### src/rtl/prefetch_scheduler.sv
// Bus scheduler arbitrating sequential instruction prefetch, execution-unit accesses and queue flushes.
// Optional macro PREFETCH_SCHEDULER_STARVE_GUARD_EN forces a prefetch after three EU accesses made against an empty queue.
module prefetch_scheduler #(
  parameter int                    DEPTH              = 6,
  parameter int                    WIDTH_ADDR         = 20,
  parameter logic [WIDTH_ADDR-1:0] RESET_ADDRESS      = 20'hFFFF0,
  parameter int                    PREFETCH_THRESHOLD = 2,
  localparam int                   LEN_W              = $clog2(DEPTH)
) (
  input  logic                  clock,
  input  logic                  reset,
  input  logic                  eu_request,
  input  logic                  eu_write,
  input  logic [WIDTH_ADDR-1:0] eu_address,
  output logic                  eu_grant,
  output logic                  eu_done,
  input  logic                  flush,
  input  logic [WIDTH_ADDR-1:0] flush_address,
  input  logic [LEN_W-1:0]      queue_length,
  input  logic                  queue_is_empty,
  input  logic                  queue_is_full,
  output logic                  queue_write_enable,
  output logic                  queue_flush,
  output logic                  bus_request,
  output logic                  bus_write,
  output logic [WIDTH_ADDR-1:0] bus_address,
  input  logic                  bus_ready,
  output logic [WIDTH_ADDR-1:0] prefetch_address
);

  typedef enum logic [1:0] {
    IDLE,
    PREFETCH,
    EU_ACCESS,
    FLUSH
  } state_t;

  state_t                state_q, state_d;
  logic                  pending_q, pending_d;
  logic [WIDTH_ADDR-1:0] flush_addr_q, flush_addr_d;
  logic [WIDTH_ADDR-1:0] prefetch_addr_q, prefetch_addr_d;
  logic [WIDTH_ADDR-1:0] eu_addr_q, eu_addr_d;
  logic                  eu_write_q, eu_write_d;

  logic [LEN_W:0]        free_slots;
  logic                  prefetch_ok;
  logic                  flush_seen;
  logic                  starve_pref;

  // Free slots are computed one bit wider so a full-depth occupancy cannot wrap.
  assign free_slots  = (LEN_W+1)'(DEPTH) - {1'b0, queue_length};
  assign prefetch_ok = ({1'b0, queue_length} <= (LEN_W+1)'(DEPTH)) &&
                       (free_slots >= (LEN_W+1)'(PREFETCH_THRESHOLD)) &&
                       !queue_is_full;
  assign flush_seen  = pending_q || flush;

  assign prefetch_address = prefetch_addr_q;

`ifdef PREFETCH_SCHEDULER_STARVE_GUARD_EN
  logic [1:0] starve_cnt_q, starve_cnt_d;

  assign starve_pref = (starve_cnt_q == 2'd3) && prefetch_ok;

  always_comb begin
    starve_cnt_d = starve_cnt_q;
    if (flush) begin
      starve_cnt_d = 2'd0;
    end else if (state_q == PREFETCH && bus_ready) begin
      starve_cnt_d = 2'd0;
    end else if (state_q == EU_ACCESS && bus_ready && queue_is_empty &&
                 starve_cnt_q != 2'd3) begin
      starve_cnt_d = starve_cnt_q + 2'd1;
    end
  end

  always_ff @(posedge clock) begin
    if (reset) begin
      starve_cnt_q <= 2'd0;
    end else begin
      starve_cnt_q <= starve_cnt_d;
    end
  end
`else
  logic unused_queue_is_empty;

  assign unused_queue_is_empty = queue_is_empty;
  assign starve_pref           = 1'b0;
`endif

  always_comb begin
    state_d            = state_q;
    pending_d          = pending_q;
    flush_addr_d       = flush_addr_q;
    prefetch_addr_d    = prefetch_addr_q;
    eu_addr_d          = eu_addr_q;
    eu_write_d         = eu_write_q;
    eu_grant           = 1'b0;
    eu_done            = 1'b0;
    queue_write_enable = 1'b0;
    queue_flush        = 1'b0;
    bus_request        = 1'b0;
    bus_write          = 1'b0;
    bus_address        = '0;

    // A flush strobe is remembered in every state; the latest address wins.
    if (flush) begin
      pending_d    = 1'b1;
      flush_addr_d = flush_address;
    end

    case (state_q)
      IDLE: begin
        if (flush_seen) begin
          state_d = FLUSH;
        end else if (starve_pref) begin
          state_d = PREFETCH;
        end else if (eu_request) begin
          state_d    = EU_ACCESS;
          eu_addr_d  = eu_address;
          eu_write_d = eu_write;
        end else if (prefetch_ok) begin
          state_d = PREFETCH;
        end
      end

      PREFETCH: begin
        bus_request = 1'b1;
        bus_address = prefetch_addr_q;
        if (bus_ready) begin
          state_d = IDLE;
          // Data fetched from the old stream is discarded once a flush is known.
          if (!flush_seen && !queue_is_full) begin
            queue_write_enable = 1'b1;
            prefetch_addr_d    = prefetch_addr_q + 1'b1;
          end
        end
      end

      EU_ACCESS: begin
        bus_request = 1'b1;
        bus_address = eu_addr_q;
        bus_write   = eu_write_q;
        eu_grant    = 1'b1;
        if (bus_ready) begin
          eu_done = 1'b1;
          state_d = IDLE;
        end
      end

      FLUSH: begin
        queue_flush     = 1'b1;
        prefetch_addr_d = flush_addr_q;
        pending_d       = flush;
        state_d         = IDLE;
      end

      default: begin
        state_d = IDLE;
      end
    endcase
  end

  always_ff @(posedge clock) begin
    if (reset) begin
      state_q         <= IDLE;
      pending_q       <= 1'b0;
      flush_addr_q    <= '0;
      prefetch_addr_q <= RESET_ADDRESS;
      eu_addr_q       <= '0;
      eu_write_q      <= 1'b0;
    end else begin
      state_q         <= state_d;
      pending_q       <= pending_d;
      flush_addr_q    <= flush_addr_d;
      prefetch_addr_q <= prefetch_addr_d;
      eu_addr_q       <= eu_addr_d;
      eu_write_q      <= eu_write_d;
    end
  end

endmodule

### config.mk
export PLATFORM = sky130hd
export DESIGN_NAME = prefetch_scheduler
export DESIGN_NICKNAME = d
export VERILOG_FILES = /design/src/rtl/prefetch_scheduler.sv
export SDC_FILE = /design/constraint.sdc
export NUM_CORES = 1
export LEC_CHECK = 0
export ABC_AREA = 1
export CAP_MARGIN = 10
export CORE_MARGIN = 2
export CORE_UTILIZATION = 48
export DETAILED_ROUTE_END_ITERATION = 8
export HOLD_SLACK_MARGIN = 0.05
export PLACE_DENSITY = 0.87
export SYNTH_ARGS = -nofsm -noshare
export SYNTH_HDL_FRONTEND = slang
export SYNTH_SLANG_ARGS = --single-unit
### constraint.sdc
create_clock -name clock -period 2.1 [get_ports clock]
set_clock_uncertainty 0.15 [all_clocks]
set_input_delay 0.42 -clock clock [delete_from_list [all_inputs] [get_ports clock]]
set_output_delay 0.42 -clock clock [all_outputs]
set_load 0.005 [all_outputs]
==> impl_results.md <==
* Fmax at 449 MHz
* CTS tree: built
* Die area at 7820 µm²
* Initial antenna violation count at 0
* Clk_lat worst skew at 350 ps
* Top cells by count, synth: nand2_1 (115), nor2_1 (76), dfxtp_1 (64), o21ai_0 (64), inv_1 (57)
* Drt drc at 0
* Cell family contributing the most delay on the critical path: buffers and inverters
* Endpoints failing setup at 20
* H-Tree Depth at 3
* Layout Cells excl Fill at 750
* Slew HR at 76.9%
* Main synth FF type: dfxtp_1
* DRT Pass-1 Iters at 7
* Post-synth EDFFs at 0
* Ratio of cells with drive above 1 in the final layout at 21.1%
* Synth area leader: dfxtp_1
* WS Path Type: reg2out
* Clk root buf: clkbuf_8
* Yosys reg bits at between 60 and 70
* Most area-consuming cells after synthesis: dfxtp_1 (37%), nand2_1 (13%), o21ai_0 (9.4%)
* Critical path data required time at 1530 ps
* CP Depth at 8
* Slowest CP cell: dfxtp_4
* Fin crit share at 106%
* ANT cells at 0
* Synth cell types at 30
* Largest net degree at the start of global routing at 60
* DRT iter0 DRCs at 433
* Most common cell in the synthesized netlist: nand2_1
* Vias in the first global route at 3,696
* DR WL/cell at 16.9 µm
* Crit path time final at 2230 ps
* Core area at 6830 µm²
* Max-cap violations at 0
* Avg Cell Area, Syn at 6.47 µm²
* CP endpoint kind: output pin
* CTS sink count at between 60 and 70
* DIE HEIGHT at 88.4 µm
* Asr flop ratio synth at 0%
* Worst Hold Class: reg2reg
* # rows at 30
* First-pass GRT wire length at 17,200 µm
* CTS buffer count at 9
* Worst-path fanout max at 5
* Detail Route Antenna Nets at 0
* RSZ-0062 raised after global routing: yes
* CP arrival at 1660 ps
* Warnings from Yosys at 0
* Buffers & Inverters on Critical Path at 5
* CTS Hold Bufs at 0
* Peak VDD IR at 0.594 mV
* Synthesized area at 3420 µm²
* TNS Setup at -1390 ps
* Status: finished with violations
* Failing checks: setup timing
* Power per cell area at 985 nW/µm²
* Layout Nets at about 700
* Setup slack after layout at -126 ps
* Max-slew violation count at 0
* Final Hold Vio Count at 0
* Initial Util at between 50% and 60%
* Max incr delay on CP at 360 ps
* Total congestion overflow at 0
* Die width at 88.4 µm
* Half-perimeter wire length after detailed placement at 7270 µm
* Register area share after synthesis at 37.5%
* Area Growth Syn to Fin at 51.9%
* Worst Hold Depth at 2
* Syn_nets at just under 600
* I/O pins at between 90 and 100
* Synth top area share at 37.5%
* Post-Synthesis Cells at 529
* Total Wirelength at 12,700 µm
* Startpoint types: register
* CTS Buffer Depth at 2
* Final GP Congestion at 0.917
* Worst R2R Path Depth at 8
* Port Buf Inserts at 95
* Lkg Pwr at 2.44 nW
* Worst-path clk slew at 80 ps
* GRT Util Overall at 28.7%
* Worst-path cell chain: inv_4 > buf_6 > ha_4 > buf_16 > buf_8 > nand2_2 > a21oi_2 > buf_2
* Vias at between 4,000 and 5,000
* Placed cells at 721
* Actual slew at the worst max-slew pin at 345 ps
* Post-DR vias/cell at 5.67
* Hold Slack at 298 ps
## per-layer routing
metal | share of wire, % | track usage [%] | up-vias
li1 | - | - | 1947
met1 | 39 | 35.0 | 1956
met2 | 47 | 47.6 | 273
met3 | 9.0 | 6.62 | 73
met4 | 5.3 | 14.2 | 0
met5 | 0 | 0 | -
## cell type report
| class | count | area (µm²) |
|---|---|---|
| multi-input combinational | 378 | 1980 |
| fill | 485 | 1640 |
| timing repair buffer | 137 | 1360 |
| sequential | 64 | 1290 |
| inverter | 59 | 231 |
| clock buffer | 13 | 149 |
| tap | 96 | 120 |
| clock inverter | 3 | 65.1 |
## worst min-delay path: cells and delay by family, from the launching register on
family | cells | cell delay (ps)
buffers and inverters | 1 | 50
AOI/OAI and AO/OA | 1 | 50
DFF | 1 | 320
## kinds of logic after synthesis
logic type | share of synthesized area (%)
xor+xnor | 0.768
compound gates | 19.3
simple gates | 29.2
fa+ha+maj | 2.93
flops | 37.5
buf+inv | 10.4
## repair_timing
item                       4_1_cts  5_1_grt
gates resized for setup        104       62
setup buffers                    4        3
pin swaps                        2       18
gates cloned                     2        4
setup endpoints to repair       26       23
## where the power goes
group / switching [mW] / total [mW] / internal, mW / leakage (nW)
registers: 0.143 / 1.50 / 1.36 / 0.527
clock network: 0.505 / 1.21 / 0.702 / 0.108
logic: 1.23 / 2.41 / 1.17 / 1.81
## registers in the layout (all words and copies together) (netlist names)
name              flops
flush_addr_q         20
prefetch_address     20
pending_q             1
eu_addr_q            20
eu_write_q            1
state_q               2
## per-stage QoR
step | total power [mW] | util (%) | instance area (µm²) | setup slack, ps
floorplan | 2.29 | - | 3420 | 383
global placement | 3.07 | 67.9 | 4640 | -130
detailed placement | 3.11 | 67.9 | 4640 | -117
CTS | 4.47 | 72.7 | 4970 | -80.5
global route | 5.30 | 76.0 | 5190 | -143
finish | 5.12 | 76.0 | 5190 | -126
## placed cells by master, fill, tap and decap left out, types with 3 or more instances in the layout
master | synthesis | layout
a31oi_1 | 3 | 3
clkdlybuf4s50_1 | 0 | 69
nand4_1 | 4 | 4
clkbuf_16 | 0 | 3
o21ai_1 | 3 | 3
buf_6 | 1 | 5
clkbuf_8 | 1 | 10
nand3_1 | 32 | 32
o21ai_0 | 64 | 64
buf_12 | 0 | 6
inv_1 | 57 | 53
nor2_4 | 3 | 3
clkbuf_1 | 19 | 3
nand2_4 | 0 | 5
nand2_2 | 3 | 13
dfxtp_1 | 64 | 62
buf_8 | 0 | 3
buf_4 | 2 | 25
nor2_1 | 76 | 76
a21oi_2 | 0 | 17
ha_1 | 8 | 4
buf_2 | 3 | 20
a21oi_1 | 54 | 35
inv_2 | 2 | 3
nand2_1 | 115 | 100
ha_4 | 0 | 4
## worst paths after layout
kind                  startpoint                    to  slack, ps
min reg2reg        eu_addr_q[18]         eu_addr_q[18]        300
max reg2reg  prefetch_address[1]  prefetch_address[10]         60
min                eu_addr_q[18]         eu_addr_q[18]        300
max                   state_q[0]        bus_address[8]       -130
(Power assumes the default switching activity.)
